**src/rtl/sme_param.sv**
```systemverilog
// Parametrised string-match engine: loads patterns from pattern ROM and then scans a text ROM once per pattern.
// Reports every match position, including overlapping ones, with the pattern index and the text start address.
module sme_param #(
  parameter int PAT_NUM = 16,
  parameter int PAT_LEN = 16,
  parameter int T_AW    = 12,
  parameter int P_AW    = 8,
  parameter int PNW     = $clog2(PAT_NUM)
) (
  input  logic            clk,
  input  logic            reset,
  input  logic            start,
  input  logic            case_insensitive,
  output logic            busy,
  output logic [PNW-1:0]  pattern_no,
  output logic [T_AW-1:0] match_addr,
  output logic            valid,
  output logic            finish,
  output logic            ovf,
  output logic [T_AW-1:0] T_addr,
  input  logic [7:0]      T_data,
  output logic [P_AW-1:0] P_addr,
  input  logic [7:0]      P_data
);

  localparam int PCW = $clog2(PAT_NUM + 1);
  localparam int ECW = $clog2(PAT_LEN + 1);
  localparam int EIW = (PAT_LEN > 1) ? $clog2(PAT_LEN) : 1;
  localparam logic [T_AW-1:0] T_MAX = {T_AW{1'b1}};
  localparam logic [P_AW-1:0] P_MAX = {P_AW{1'b1}};

  typedef enum logic [2:0] {IDLE, LOAD_P, SCAN, NEXT_PAT, DONE} state_t;
  typedef enum logic [2:0] {PH_PROBE_RD, PH_PROBE, PH_EVAL, PH_EL_RD, PH_CMP, PH_ADV} phase_t;
  typedef enum logic [1:0] {EK_LIT, EK_ANY, EK_CARET, EK_DOLLAR} ekind_t;

  state_t state_q, state_d;
  phase_t phase_q;

  ekind_t         pk_mem   [PAT_NUM][PAT_LEN];
  logic [7:0]     pc_mem   [PAT_NUM][PAT_LEN];
  logic [ECW-1:0] plen_mem [PAT_NUM];

  logic           p_ph_q, esc_q, in_pat_q, ci_q, prev_nl_q, is_last_q;
  logic [PCW-1:0] pat_cnt_q, n_pat_q;
  logic [ECW-1:0] byte_cnt_q, elem_cnt_q, e_q;
  logic [PNW-1:0] k_q;
  logic [T_AW-1:0] s_q, ta_q;
  logic [7:0]     probe_c_q;

  logic           p_at_max, ld_act, ld_skip, ld_byte, ld_keep, ld_close, ld_store, ld_end, wr_el;
  logic [PCW-1:0] ld_npat;
  logic [7:0]     wr_chr;
  ekind_t         wr_kind;

  logic [7:0]     t_char, cur_chr;
  ekind_t         cur_kind;
  logic [ECW-1:0] cur_len;
  logic           anchor_caret, anchor_dollar, caret_ok, lit_eq, cmp_ok, k_more, scan_done;

  function automatic logic [7:0] fold(input logic [7:0] c);
    return (c >= 8'h41 && c <= 8'h5A) ? (c | 8'h20) : c;
  endfunction

  // Handshake: start is a one-cycle request honoured only while busy=0 (IDLE or DONE);
  // busy stays high until the engine reaches DONE, where finish rises and holds.
  assign busy   = (state_q == LOAD_P) || (state_q == SCAN) || (state_q == NEXT_PAT);
  assign finish = (state_q == DONE);

  // Pattern loading: one byte consumed every other cycle, on the cycle its data is valid.
  always_comb begin
    p_at_max = (P_addr == P_MAX);
    ld_act   = (state_q == LOAD_P) && p_ph_q;
    ld_skip  = (pat_cnt_q == PCW'(PAT_NUM));
    ld_byte  = ld_act && !p_at_max && (P_data != 8'h00);
    ld_keep  = ld_byte && !ld_skip && (byte_cnt_q != ECW'(PAT_LEN));
    ld_close = ld_act && in_pat_q && (p_at_max || P_data == 8'h00);
    ld_store = ld_close && !ld_skip;
    ld_end   = ld_act && (p_at_max || (P_data == 8'h00 && !in_pat_q));
    ld_npat  = pat_cnt_q + PCW'(ld_store);
    wr_el    = (ld_keep && (esc_q || P_data != 8'h5C)) || (ld_store && esc_q);
    wr_chr   = ld_store ? 8'h5C : P_data;
    wr_kind  = EK_LIT;
    if (!esc_q && !ld_store) begin
      case (P_data)
        8'h2E:   wr_kind = EK_ANY;
        8'h5E:   wr_kind = EK_CARET;
        8'h24:   wr_kind = EK_DOLLAR;
        default: wr_kind = EK_LIT;
      endcase
    end
  end

  // The last text address is never part of the text, so it reads as a terminator.
  always_comb begin
    t_char        = (T_addr == T_MAX) ? 8'h00 : T_data;
    cur_len       = plen_mem[k_q];
    cur_kind      = pk_mem[k_q][e_q[EIW-1:0]];
    cur_chr       = pc_mem[k_q][e_q[EIW-1:0]];
    anchor_caret  = (cur_kind == EK_CARET) && (e_q == '0);
    anchor_dollar = (cur_kind == EK_DOLLAR) && ((e_q + ECW'(1)) == cur_len);
    caret_ok      = (s_q == '0) || prev_nl_q;
    lit_eq        = ci_q ? (fold(t_char) == fold(cur_chr)) : (t_char == cur_chr);
    if (anchor_dollar)          cmp_ok = (t_char == 8'h0A) || (t_char == 8'h00);
    else if (cur_kind == EK_ANY) cmp_ok = (t_char != 8'h00) && (t_char != 8'h0A);
    else                        cmp_ok = (t_char != 8'h00) && lit_eq;
    k_more    = (PCW'(k_q) + PCW'(1)) < n_pat_q;
    scan_done = (phase_q == PH_ADV) && is_last_q;
  end

  always_comb begin
    state_d = state_q;
    case (state_q)
      IDLE, DONE: if (start) state_d = LOAD_P;
      LOAD_P:     if (ld_end) state_d = (ld_npat == '0) ? DONE : SCAN;
      SCAN:       if (scan_done) state_d = NEXT_PAT;
      NEXT_PAT:   state_d = k_more ? SCAN : DONE;
      default:    state_d = IDLE;
    endcase
  end

  always_ff @(posedge clk or posedge reset) begin
    if (reset) state_q <= IDLE;
    else       state_q <= state_d;
  end

  always_ff @(posedge clk) begin
    if (wr_el) begin
      pk_mem[pat_cnt_q[PNW-1:0]][elem_cnt_q[EIW-1:0]] <= wr_kind;
      pc_mem[pat_cnt_q[PNW-1:0]][elem_cnt_q[EIW-1:0]] <= wr_chr;
    end
    if (ld_store) plen_mem[pat_cnt_q[PNW-1:0]] <= elem_cnt_q + ECW'(esc_q);
  end

  always_ff @(posedge clk or posedge reset) begin
    if (reset) begin
      valid <= 1'b0; ovf <= 1'b0; pattern_no <= '0; match_addr <= '0;
      T_addr <= '0; P_addr <= '0; phase_q <= PH_PROBE_RD;
      p_ph_q <= 1'b0; esc_q <= 1'b0; in_pat_q <= 1'b0; ci_q <= 1'b0;
      prev_nl_q <= 1'b0; is_last_q <= 1'b0; pat_cnt_q <= '0; n_pat_q <= '0;
      byte_cnt_q <= '0; elem_cnt_q <= '0; e_q <= '0; k_q <= '0;
      s_q <= '0; ta_q <= '0; probe_c_q <= '0;
    end else begin
      valid <= 1'b0;
      case (state_q)
        IDLE, DONE: begin
          if (start) begin
            ovf <= 1'b0; P_addr <= '0; p_ph_q <= 1'b0; pat_cnt_q <= '0;
            byte_cnt_q <= '0; elem_cnt_q <= '0; esc_q <= 1'b0; in_pat_q <= 1'b0;
            ci_q <= case_insensitive;
          end
        end
        LOAD_P: begin
          p_ph_q <= ~p_ph_q;
          if (ld_act && !p_at_max) P_addr <= P_addr + P_AW'(1);
          if (ld_byte) begin
            in_pat_q <= 1'b1;
            if (!ld_keep) ovf <= 1'b1;
            else begin
              byte_cnt_q <= byte_cnt_q + ECW'(1);
              if (esc_q) begin
                esc_q <= 1'b0; elem_cnt_q <= elem_cnt_q + ECW'(1);
              end else if (P_data == 8'h5C) esc_q <= 1'b1;
              else elem_cnt_q <= elem_cnt_q + ECW'(1);
            end
          end
          if (ld_close) begin
            in_pat_q <= 1'b0; byte_cnt_q <= '0; elem_cnt_q <= '0; esc_q <= 1'b0;
            if (!ld_skip) pat_cnt_q <= pat_cnt_q + PCW'(1);
          end
          if (ld_end) begin
            n_pat_q <= ld_npat; k_q <= '0; s_q <= '0; T_addr <= '0;
            prev_nl_q <= 1'b0; is_last_q <= 1'b0; phase_q <= PH_PROBE_RD;
          end
        end
        SCAN: begin
          case (phase_q)
            PH_PROBE_RD: phase_q <= PH_PROBE;
            PH_PROBE: begin
              probe_c_q <= t_char; is_last_q <= (t_char == 8'h00);
              ta_q <= s_q; e_q <= '0; phase_q <= PH_EVAL;
            end
            PH_EVAL: begin
              if (e_q == cur_len) begin
                valid <= 1'b1; pattern_no <= k_q; match_addr <= s_q; phase_q <= PH_ADV;
              end else if (anchor_caret) begin
                if (caret_ok) e_q <= e_q + ECW'(1);
                else          phase_q <= PH_ADV;
              end else begin
                T_addr <= ta_q; phase_q <= PH_EL_RD;
              end
            end
            PH_EL_RD: phase_q <= PH_CMP;
            PH_CMP: begin
              if (cmp_ok) begin
                e_q <= e_q + ECW'(1);
                if (!anchor_dollar) ta_q <= ta_q + T_AW'(1);
                phase_q <= PH_EVAL;
              end else phase_q <= PH_ADV;
            end
            PH_ADV: begin
              if (!is_last_q) begin
                s_q <= s_q + T_AW'(1); T_addr <= s_q + T_AW'(1);
                prev_nl_q <= (probe_c_q == 8'h0A); phase_q <= PH_PROBE_RD;
              end
            end
            default: phase_q <= PH_PROBE_RD;
          endcase
        end
        NEXT_PAT: begin
          if (k_more) begin
            k_q <= k_q + PNW'(1); s_q <= '0; T_addr <= '0;
            prev_nl_q <= 1'b0; is_last_q <= 1'b0; phase_q <= PH_PROBE_RD;
          end
        end
        default: ;
      endcase
    end
  end

endmodule
```
**config.mk**
```make
export PLATFORM = sky130hd
export DESIGN_NAME = sme_param
export DESIGN_NICKNAME = d
export VERILOG_FILES = /design/src/rtl/sme_param.sv
export SDC_FILE = /design/constraint.sdc
export NUM_CORES = 2
export LEC_CHECK = 0
export CAP_MARGIN = 10
export CORE_MARGIN = 10
export CORE_UTILIZATION = 30
export DETAILED_ROUTE_END_ITERATION = 10
export SYNTH_ARGS = -nofsm -noshare
export SYNTH_HDL_FRONTEND = slang
export SYNTH_SLANG_ARGS = --single-unit
```
**constraint.sdc**
```tcl
create_clock -name clk -period 37.4 [get_ports clk]
set_clock_uncertainty 0.15 [all_clocks]
set_input_delay 7.48 -clock clk [delete_from_list [all_inputs] [get_ports clk]]
set_output_delay 7.48 -clock clk [all_outputs]
set_load 0.01 [all_outputs]
```
==> qor.csv <==
stage;metric;value;unit
global_routing;grt_max_degree;168;
clock_network;cts_tree;yes;
critical_path;required;37.84;ns
place;place_ws;23.74;ns
clock_network;holdBufCountCts;0;
yosys;synthTopCellsByArea;edfxtp_1 73%, mux4_2 13%, dfrtp_1 2.5%;
critical_path;cpPeakStageDelay;0.82;ns
global_routing;grtUsageMet3;0.0447;
clock_network;cts_resized;0;
yosys;async_reset_ff_frac;0.0403;
clock_network;cts_buffers;292;
clock_network;clk_pin_slew;0.05;ns
place;gp_congestion;0.902;
timing;post-route-period-util;0.339;
yosys;yosys_warnings;0;
clock_network;clock_sink_count;2751;
critical_path;start_kind;input port;
power_and_ir_drop;p_per_area;52.5;mW/mm²
yosys;ys_seq_elements;2751;
critical_path;crit_type;in2reg;
critical_path;arrival;13.12;ns
power_and_ir_drop;p_leak;37.3;nW
critical_path;cpMostUsedCell;buf_4;
floorplanning;rows;221;
clock_network;clk_path_buf_depth;4;
timing;fin_tns_setup;0;ns
final_layout;nets;5655;
critical_path;critPathTopFamily;buffers and inverters;
power_and_ir_drop;ir_drop;0.0000490;V
drt;vias;57900;
yosys;yosys.area.top_type;edfxtp_1;
timing;rsz0062_at_grt;false;
critical_path;crit_path_end_kind;register;
critical_path;reg2reg_depth;18;
yosys;synthMuxAreaShare;0.156;
timing;fin_crit;12.68;ns
place;port_buffers;59;
floorplanning;dieHeight;623;µm
final_layout;final_util;0.343;
yosys;synth_compound_area_frac;0.0310;
hold_path;holdPathStages;2;
clock_network;post_cts_buffers;0;
timing;setup_viol;0;
final_layout;layout-drive-gt1-share;0.218;
timing;worstMarginPinSlew;1.35;ns
place;place_area;0.115;mm²
final_layout;fin_area;0.124;mm²
clock_network;clockRootBuffer;clkbuf_16;
clock_network;clk_latency;0.93;ns
yosys;syn_nets;5506;
drt;avgRoutedWirePerCell;30.4;µm
yosys;syn-instance-count;5461;
timing;drv_slew;0;
final_layout;final_cells;10600;
yosys;synth_xor_area_frac;0.00329;
outcome;status;complete, no violations;
floorplanning;start_util;0.301;
timing;slew_headroom;0.0961;
yosys;synth-edff-count;2640;
global_routing;antenna_found_initial;21;
yosys;yosys.cell_count.top_type;edfxtp_1;
drt;wirelength;323000;µm
place;place_hpwl;196000;µm
critical_path;path_buf_inv;4;
yosys;ys_seq_area_frac;0.752;
critical_path;path_cells;clkdlybuf4s50_1, or4_1, nor2_1, o2111ai_1, a21o_1, nand2b_4, nand4bb_1, nor3_2, buf_4, buf_4, buf_12;
global_routing;met1_usage;0.223;
drt;antenna_left;0;
yosys;yosys.area_share.simple;0.0391;
floorplanning;core_area;0.363;mm²
place;placedCellCount;10100;
yosys;synth_top_family_by_area;multiplexers;
yosys;syn_area_per_cell;20.0;µm²
drt;drc_errors;0;
yosys;synthTopCellsByCount;2,640 x edfxtp_1, 643 x mux4_2, 371 x nor2_1, 238 x nand2_1, 190 x mux2i_1;
global_routing;grt_pass1_wl;452000;µm
timing;final.setup.worst_slack;24.72;ns
global_routing;first_global_vias;56300;
global_routing;grtUsageMet2;0.241;
final_layout;area_growth;14.0;%
yosys;synth_cell_types;86;
global_routing;grt_remaining_overflow;0;
hold_path;hp-class;reg2reg;
floorplanning;io_pins;60;
critical_path;critPathSlowestCell;a21o_1;
yosys;synth_top_area_frac;0.726;
global_routing;grt.total_usage;0.160;
yosys;yosys_most_used_dff;edfxtp_1;
yosys;synth_adder_area_share;0.00287;
yosys;synth.cell_area;0.109;mm²
floorplanning;fp.dieW;623;µm
global_routing;gr-max-usage-layer;met2;
critical_path;path_depth;11;
timing;final_hold_viol_count;0;
floorplanning;design.die.area;0.388;mm²
drt;via_per_inst;5.46;
drt;drtIter0Drc;8163;
critical_path;critPathMaxFanout;147;
drt;dr.pass1.iters;6;
timing;fmax;0.0789;GHz
timing;hold_ws;0.319;ns
run;max_cap_violations;0;
clock_network;htreeDepth;5;
power_and_ir_drop;power;6.53;mW
[layer usage]
metal / vias up / routed length [µm]
met4: 6 / 11200
met5: - / 38
met3: 601 / 37300
met1: 30800 / 129000
li1: 22900 / -
met2: 3728 / 145000
[report_power, final]
group          leakage (nW)  internal, mW  switching (mW)
registers              25.3          3.40          0.0277
logic                  7.64        0.0857           0.225
clock network          4.41          1.62            1.17
[placed cells by master, fill, tap and decap left out, types with 18 or more instances in the layout]
| cell | instances |
|---|---|
| edfxtp_1 | 2640 |
| mux4_2 | 643 |
| nor2_1 | 369 |
| clkbuf_16 | 300 |
| nand2_1 | 225 |
| mux2i_1 | 190 |
| dfrtp_1 | 105 |
| buf_4 | 102 |
| o21ai_0 | 77 |
| nand3_1 | 72 |
| a21oi_1 | 60 |
| clkdlybuf4s50_1 | 59 |
| clkinv_1 | 56 |
| a22oi_1 | 55 |
| mux2_2 | 53 |
| clkinv_2 | 48 |
| a221oi_1 | 45 |
| clkbuf_1 | 44 |
| nor3_1 | 38 |
| nor2b_1 | 31 |
| o22ai_1 | 31 |
| inv_1 | 30 |
| and3_1 | 27 |
| ha_1 | 25 |
| nand4_1 | 23 |
| xor2_1 | 23 |
| nand2b_1 | 23 |
| a211oi_1 | 23 |
| bufinv_16 | 23 |
| a31oi_1 | 19 |
| o31ai_1 | 19 |
| and2_1 | 18 |
| xnor2_1 | 18 |
[sequential cells by signal, summed over array words and instances, names as in the netlist, 5 cells and up]
name	flops
pat_cnt_q	5
P_addr	8
probe_c_q	8
T_addr	12
e_q	5
elem_cnt_q	5
byte_cnt_q	5
match_addr	12
pc_mem	2048
ta_q	12
plen_mem	80
n_pat_q	5
pk_mem	512
s_q	12
[final timing paths]
check                             startpoint            end  slack [ns]
worst max-delay path               P_data[1]  pk_mem[0][28]       24.72
worst min-delay path            probe_c_q[1]   probe_c_q[1]        0.32
worst max register to register        k_q[1]       ta_q[11]       28.90
worst min register to register  probe_c_q[1]   probe_c_q[1]        0.32
max in group asynchronous              reset         k_q[1]       28.84
min in group asynchronous              reset          valid        6.80
[tightest hold or removal path, stage by stage (launching register included)]
cell and delay (ns):
dfrtp_1 0.34, nand2_1 0.05, nand2_1 0.05
[kinds of logic after synthesis]
| group | Yosys count |
|---|---|
| xor gates and xnor gates | 41 |
| buffers and inverters | 357 |
| muxes | 886 |
| AOI/OAI and AO/OA | 470 |
| adders and majority gates | 25 |
| and+or+nand+nor | 931 |
| DFF | 2751 |
[cell type report]
class                           count  area [µm²]
Clock inverter                    150        1340
Clock buffer                      346        7700
Sequential cell                  2751       82100
Inverter                           38         161
Antenna cell                        7        17.5
Timing Repair Buffer              174        1620
Tap cell                         4794        6000
Fill cell                       33300      238000
Multi-Input combinational cell   2353       25500
Note: power is estimated with default switching activity, not from simulation.
